--- src/rtl/lt_adc_result_reader_if.sv ---
// Serial link between the result reader and the LT ADC.
// The reader drives chip select, serial clock and serial data in; the converter drives sdout.
interface lt_adc_result_reader_if;
    logic cs;
    logic sclk;
    logic sdin;
    logic sdout;

    modport master (output cs, output sclk, output sdin, input sdout);
    modport slave  (input cs, input sclk, input sdin, output sdout);
endinterface

--- src/rtl/lt_adc_result_reader.sv ---
// Polls the LT ADC end-of-conversion flag, clocks out one 32-bit result frame while
// shifting the config word back in, and presents the decoded result with a valid strobe.
module lt_adc_result_reader #(
    parameter int CLK_DIV  = 5,
    parameter int POLL_LOW = 4,
    parameter int POLL_GAP = 500,
    parameter int TIMEOUT  = 20000
) (
    input  logic                          sys_clk,
    input  logic                          rst,
    input  logic                          enable,
    input  logic [31:0]                   cfg_word,
    lt_adc_result_reader_if.master        spi,
    output logic                          out_valid,
    output logic [23:0]                   out_code,
    output logic                          out_sign,
    output logic                          out_ovr,
    output logic                          out_udr,
    output logic                          out_err,
    output logic                          timeout
);

    // state  | meaning
    // IDLE   | link parked, waiting for enable
    // POLL   | cs low, EOC sampled on the last cycle
    // GAP    | cs high between polls / after a frame
    // SHIFT  | 32 sclk periods, full-duplex frame transfer
    // DONE   | one cycle: result registers loaded, out_valid high
    typedef enum logic [2:0] {
        S_IDLE  = 3'd0,
        S_POLL  = 3'd1,
        S_GAP   = 3'd2,
        S_SHIFT = 3'd3,
        S_DONE  = 3'd4
    } state_t;

    localparam int                FAIL_W   = $clog2(TIMEOUT + 1);
    localparam logic [FAIL_W-1:0] FAIL_MAX = FAIL_W'(TIMEOUT);
    localparam logic [15:0]       LOW_LOAD = 16'(POLL_LOW - 1);
    localparam logic [15:0]       GAP_LOAD = 16'(POLL_GAP - 1);
    localparam logic [15:0]       DIV_LOAD = 16'(CLK_DIV - 1);

    state_t              state_q, state_d;
    logic [15:0]         timer_q, timer_d;
    logic [4:0]          bit_idx_q, bit_idx_d;
    logic [30:0]         cfg_q, cfg_d;
    logic [30:4]         frame_q, frame_d;
    logic [FAIL_W-1:0]   fail_q, fail_d;
    logic                timeout_q, timeout_d;
    logic                cs_q, cs_d;
    logic                sclk_q, sclk_d;
    logic                sdin_q, sdin_d;
    logic                valid_q, valid_d;
    logic [23:0]         code_q, code_d;
    logic                sign_q, sign_d;
    logic                ovr_q, ovr_d;
    logic                udr_q, udr_d;
    logic                err_q, err_d;
    logic                timer_tc;

    assign timer_tc = (timer_q == 16'd0);

    always_ff @(posedge sys_clk) begin
        if (rst) begin
            state_q   <= S_IDLE;
            timer_q   <= 16'd0;
            bit_idx_q <= 5'd0;
            cfg_q     <= '0;
            frame_q   <= '0;
            fail_q    <= '0;
            timeout_q <= 1'b0;
            cs_q      <= 1'b1;
            sclk_q    <= 1'b0;
            sdin_q    <= 1'b0;
            valid_q   <= 1'b0;
            code_q    <= 24'd0;
            sign_q    <= 1'b0;
            ovr_q     <= 1'b0;
            udr_q     <= 1'b0;
            err_q     <= 1'b0;
        end else begin
            state_q   <= state_d;
            timer_q   <= timer_d;
            bit_idx_q <= bit_idx_d;
            cfg_q     <= cfg_d;
            frame_q   <= frame_d;
            fail_q    <= fail_d;
            timeout_q <= timeout_d;
            cs_q      <= cs_d;
            sclk_q    <= sclk_d;
            sdin_q    <= sdin_d;
            valid_q   <= valid_d;
            code_q    <= code_d;
            sign_q    <= sign_d;
            ovr_q     <= ovr_d;
            udr_q     <= udr_d;
            err_q     <= err_d;
        end
    end

    always_comb begin
        state_d = state_q;
        case (state_q)
            S_IDLE:  if (enable) state_d = S_POLL;
            S_POLL:  if (timer_tc) state_d = spi.sdout ? S_GAP : S_SHIFT;
            S_GAP:   if (timer_tc) state_d = enable ? S_POLL : S_IDLE;
            S_SHIFT: if (timer_tc && sclk_q && (bit_idx_q == 5'd0)) state_d = S_DONE;
            S_DONE:  state_d = S_GAP;
            default: state_d = S_IDLE;
        endcase
    end

    always_comb begin
        timer_d   = timer_tc ? timer_q : timer_q - 16'd1;
        bit_idx_d = bit_idx_q;
        cfg_d     = cfg_q;
        frame_d   = frame_q;
        fail_d    = fail_q;
        sclk_d    = sclk_q;
        sdin_d    = sdin_q;
        valid_d   = 1'b0;
        code_d    = code_q;
        sign_d    = sign_q;
        ovr_d     = ovr_q;
        udr_d     = udr_q;
        err_d     = err_q;

        case (state_q)
            S_IDLE: if (state_d == S_POLL) timer_d = LOW_LOAD;
            S_POLL: begin
                if (timer_tc) begin
                    if (spi.sdout) begin
                        timer_d = GAP_LOAD;
                        if (fail_q != FAIL_MAX) fail_d = fail_q + FAIL_W'(1);
                    end else begin
                        timer_d   = DIV_LOAD;
                        cfg_d     = cfg_word[30:0];
                        bit_idx_d = 5'd31;
                        sdin_d    = cfg_word[31];
                        fail_d    = '0;
                    end
                end
            end
            S_GAP: if (state_d == S_POLL) timer_d = LOW_LOAD;
            S_SHIFT: begin
                if (timer_tc) begin
                    timer_d = DIV_LOAD;
                    sclk_d  = ~sclk_q;
                    if (!sclk_q) begin
                        // Bit 31 is the EOC marker and bits 3:0 carry no result, so only 30:4 are kept.
                        if ((bit_idx_q >= 5'd4) && (bit_idx_q <= 5'd30)) frame_d[bit_idx_q] = spi.sdout;
                    end else if (bit_idx_q != 5'd0) begin
                        bit_idx_d = bit_idx_q - 5'd1;
                        sdin_d    = cfg_q[bit_idx_q - 5'd1];
                    end else begin
                        valid_d = 1'b1;
                        code_d  = frame_q[27:4];
                        sign_d  = frame_q[29];
                        ovr_d   = frame_q[29] & frame_q[28];
                        udr_d   = ~frame_q[29] & ~frame_q[28];
                        err_d   = frame_q[30];
                    end
                end
            end
            S_DONE:  timer_d = GAP_LOAD;
            default: ;
        endcase

        if (state_d != S_SHIFT) begin
            sclk_d = 1'b0;
            sdin_d = 1'b0;
        end
        cs_d      = !((state_d == S_POLL) || (state_d == S_SHIFT));
        timeout_d = timeout_q | (fail_d == FAIL_MAX);
    end

    assign spi.cs    = cs_q;
    assign spi.sclk  = sclk_q;
    assign spi.sdin  = sdin_q;
    assign out_valid = valid_q;
    assign out_code  = code_q;
    assign out_sign  = sign_q;
    assign out_ovr   = ovr_q;
    assign out_udr   = udr_q;
    assign out_err   = err_q;
    assign timeout   = timeout_q;

endmodule

--- src/flat_wrapper.sv ---
// flat-port wrapper written by rule: the top's interface ports become plain ports
module lt_adc_result_reader_flat 
#(
    parameter int CLK_DIV  = 5,
    parameter int POLL_LOW = 4,
    parameter int POLL_GAP = 500,
    parameter int TIMEOUT  = 20000
)
  (sys_clk, rst, enable, cfg_word, out_valid, out_code, out_sign, out_ovr, out_udr, out_err, timeout, spi_cs, spi_sclk, spi_sdin, spi_sdout);
  lt_adc_result_reader_if spi_i ();
  input  logic sys_clk;
  input  logic rst;
  input  logic enable;
  input  logic [31:0] cfg_word;
  output logic out_valid;
  output logic [23:0] out_code;
  output logic out_sign;
  output logic out_ovr;
  output logic out_udr;
  output logic out_err;
  output logic timeout;
  output wire logic [$bits(spi_i.cs)-1:0] spi_cs;
  output wire logic [$bits(spi_i.sclk)-1:0] spi_sclk;
  output wire logic [$bits(spi_i.sdin)-1:0] spi_sdin;
  input wire logic [$bits(spi_i.sdout)-1:0] spi_sdout;
  assign spi_cs = spi_i.cs;
  assign spi_sclk = spi_i.sclk;
  assign spi_sdin = spi_i.sdin;
  assign spi_i.sdout = spi_sdout;
  lt_adc_result_reader #(.CLK_DIV(CLK_DIV), .POLL_LOW(POLL_LOW), .POLL_GAP(POLL_GAP), .TIMEOUT(TIMEOUT)) u_core (.sys_clk(sys_clk), .rst(rst), .enable(enable), .cfg_word(cfg_word), .spi(spi_i), .out_valid(out_valid), .out_code(out_code), .out_sign(out_sign), .out_ovr(out_ovr), .out_udr(out_udr), .out_err(out_err), .timeout(timeout));
endmodule
--- config.mk ---
export PLATFORM = sky130hd
export DESIGN_NAME = lt_adc_result_reader_flat
export DESIGN_NICKNAME = d
export VERILOG_FILES = /design/src/rtl/lt_adc_result_reader_if.sv /design/src/rtl/lt_adc_result_reader.sv /design/src/flat_wrapper.sv
export SDC_FILE = /design/constraint.sdc
export NUM_CORES = 1
export LEC_CHECK = 0
export CAP_MARGIN = 20
export CORE_MARGIN = 4
export CORE_UTILIZATION = 35
export DETAILED_ROUTE_END_ITERATION = 12
export GPL_TIMING_DRIVEN = 0
export PLACE_DENSITY = 0.52
export REMOVE_ABC_BUFFERS = 1
export SLEW_MARGIN = 5
export SYNTH_ARGS = -nofsm -noshare
export SYNTH_HDL_FRONTEND = slang
export SYNTH_SLANG_ARGS = --single-unit
--- constraint.sdc ---
create_clock -name sys_clk -period 3.1 [get_ports sys_clk]
set_clock_uncertainty 0.1 [all_clocks]
set_input_delay 0.93 -clock sys_clk [delete_from_list [all_inputs] [get_ports sys_clk]]
set_output_delay 0.93 -clock sys_clk [all_outputs]
set_load 0.005 [all_outputs]
==> summary.txt <==
CP Capture Type: flop
Least-Margin Pin Slew: 0.851 ns
Critical path arrival: 3.18 ns
Comb pwr share: 34.6%
Post-route antenna net violation count: 0
Total number of vias: 5,350
GRT Residual Overflow: 0
Die H: 139 µm
Final wirelength: 15,100 µm
Vias per inst: 5.22
Cell taking the most area after synthesis: dfxtp_1
Hold Violations, Final: 0
GPL Wtd Cong: 0.813
Antenna violations before repair: 0
Hold Path Class: flop to flop
Cell-internal power: 0.00390 W
DP Wirelength: 10,000 µm
Top-Level Pins: 69
Post-Syn Area: 6030 µm²
Layout cells sized above 1: 10.8%
Reg power frac: 33.9%
CTS tree: built
Critical Path RT: 3.33 ns
GRT Total Usage: 15.8%
Clock transition at path regs: 0.06 ns
Die area: 19,400 µm²
CP max FO: 14
Sw Ratio: 35.9%
Area contributors post-synth: dfxtp_1 (43%), a21oi_1 (9.1%), nand2_1 (8.7%)
Area grow syn2layout: 25.8%
Slew HR: 43.0%
Die width: 139 µm
Pre-CTS setup slack: -0.989 ns
Async SR Flop Fraction: 0%
Synth Register Bits: 130
H-tree levels: 4
Minimum clock period: 2.94 ns
Max-slew violation count: 0
Vias in the first global route: 5,197
Clk Latency, worst-skew pair: 0.42 ns
Num rows: 47
Tcrit/Tclk final: 94.9%
Worst setup SP type: flop
Cts hold-fix bufs: 0
FMAX: 340 MHz
Most frequent cells in the layout: nand2_1 (135), dfxtp_1 (128), a21oi_1 (108)
Clk network pwr share: 31.5%
Longest Clk Path Bufs: 2
Final Util: 45.4%
Reg-to-reg slack, setup: 0.16 ns
Drt initial violations: 279
Post-synth EDFFs: 0
Ys flop type: dfxtp_1
Critical Path End: u_core.timeout$_SDFF_PP0_
Wire per inst: 14.7 µm
Sw power: 0.00218 W
IO Port Bufs: 68
Critical path type: flop to flop
Outcome: complete, no violations
Global-route wire length before repair: 25,100 µm
VDD IR max: 0.382 mV
Ys Warns: 0
Power per cell area: 803 nW/µm²
Core Region: 16,700 µm²
Cells after Synth: 740
Seq/Total Area, Yosys: 43.2%
Commonest non-fill, non-tap cell in the layout: nand2_1
Leak: 2.52 nW
Post-synth cell types: 61
Root buffer cell: clkbuf_16
Worst hold slack: 0.349 ns
Setup WS post-layout: 0.159 ns
Max Cap Violations: 0
Share of the synthesized area in the top cell type: 43.2%
RSZ-0062 raised after global routing: no
# diodes: 0
Cts bufs inserted: 17
Worst r2r src: u_core.state_q[2]$_SDFF_PP0_
CP Launch Point: u_core.state_q[2]$_SDFF_PP0_
Largest net degree at the start of global routing: 75
Nets@finish: 838
Final setup fails: 0
FF-to-FF End: u_core.timeout$_SDFF_PP0_
Syn Area/Cell: 8.14 µm²
R2r worst-path depth: 7
DRC: 0
First drt pass iteration count: 5
Starting Density: 36.1%
Clock sinks: 130
Yosys cell counts (all sizes together), types with 7 or more instances:
| cell | instances |
|---|---|
| nor4 | 10 |
| dfxtp | 130 |
| o21ai | 39 |
| nand3 | 13 |
| nand2 | 140 |
| ha | 9 |
| nand2b | 7 |
| or3 | 31 |
| inv | 11 |
| nor2 | 52 |
| clkbuf | 45 |
| a21oi | 109 |
| xnor2 | 16 |
| nor3b | 7 |
| xor2 | 11 |
| mux4 | 8 |
| nor3 | 19 |
worst min path at each step:
stage                     cells after the start                              from                          endpoint  slack [ns]
after floorplan                               2     u_core.cfg_q[27]$_SDFFE_PP0P_     u_core.cfg_q[27]$_SDFFE_PP0P_        0.33
after global placement                        2  u_core.out_code[18]$_SDFFE_PP0P_  u_core.out_code[18]$_SDFFE_PP0P_        0.34
after detailed placement                      2  u_core.out_code[18]$_SDFFE_PP0P_  u_core.out_code[18]$_SDFFE_PP0P_        0.34
after CTS                                     2  u_core.out_code[18]$_SDFFE_PP0P_  u_core.out_code[18]$_SDFFE_PP0P_        0.35
after global routing                          2      u_core.cfg_q[4]$_SDFFE_PP0P_      u_core.cfg_q[4]$_SDFFE_PP0P_        0.36
final                                         2   u_core.out_code[9]$_SDFFE_PP0P_   u_core.out_code[9]$_SDFFE_PP0P_        0.35
timing repair:
action                                  4_1_cts  5_1_grt
setup buffers                                 8        0
endpoints found under the setup margin       86       26
resized for setup                            14       10
pin swaps                                     1        0
cloned                                        1        0
worst max-delay path, stage by stage, from the launching register on:
cell     delay [ns]
dfxtp_1        0.46
or3b_2         0.59
nor4_2         0.41
and2_1         0.29
nand2_1        0.09
xor2_1         0.17
or4b_1         0.51
o31ai_2        0.23
per-stage QoR:
step	setup TNS, ns	area, µm²	std cells	power [W]
after global routing	0	7580	1025	0.00644
after global placement	-214.74	6800	981	0.00386
final	0	7580	1025	0.00608
after detailed placement	-38.93	6880	985	0.00392
after floorplan	-0.0372	5850	693	0.00341
after CTS	0	7550	1025	0.00607
layer usage:
metal	track usage, %	vias up	share of wire [%]
met5	0	-	0
met4	7.83	0	2.3
met3	3.64	28	4.0
met2	24.5	128	45
met1	20.9	2502	48
li1	-	2692	-
logic make-up after synthesis:
| group | share of synthesized area (%) |
|---|---|
| flip-flops | 43.2 |
| adder cells (fa/ha/maj) | 1.87 |
| buffers and inverters | 3.63 |
| XOR/XNOR | 3.92 |
| multiplexers | 3.34 |
| AND/OR/NAND/NOR | 27.2 |
| AO/OA/AOI/OAI | 16.8 |
power by group through the flow:
stage	logic [W]	registers (W)	clock network, W
global route	0.00232	0.00209	0.00202
finish	0.00210	0.00206	0.00192
detailed placement	0.00184	0.00208	0
global placement	0.00179	0.00207	0
CTS	0.00206	0.00205	0.00195
floorplan	0.00139	0.00203	0
sequential cells by signal, summed over array words and instances, names as in the netlist:
signal and flops:
u_core.out_ovr 1, u_core.timeout 1, u_core.state_q 3, u_core.fail_q 15, u_core.cfg_q 31, u_core.out_valid 1
u_core.out_sign 1, u_core.spi.sclk 1, u_core.bit_idx_q 5, u_core.out_code 24, u_core.timer_q 16, u_core.out_err 1
u_core.spi.cs 1, u_core.spi.sdin 1, u_core.out_udr 1, u_core.frame_q 27
area by class of cell:
class | count | area [µm²]
timing repair inverter | 1 | 5.00
multi-input combinational | 552 | 3290
inverter | 11 | 45.0
sequential | 130 | 2610
fill | 1627 | 9120
clock inverter | 10 | 100
timing repair buffer | 80 | 802
clock buffer | 21 | 460
tap | 220 | 275
(Power assumes the default switching activity.)
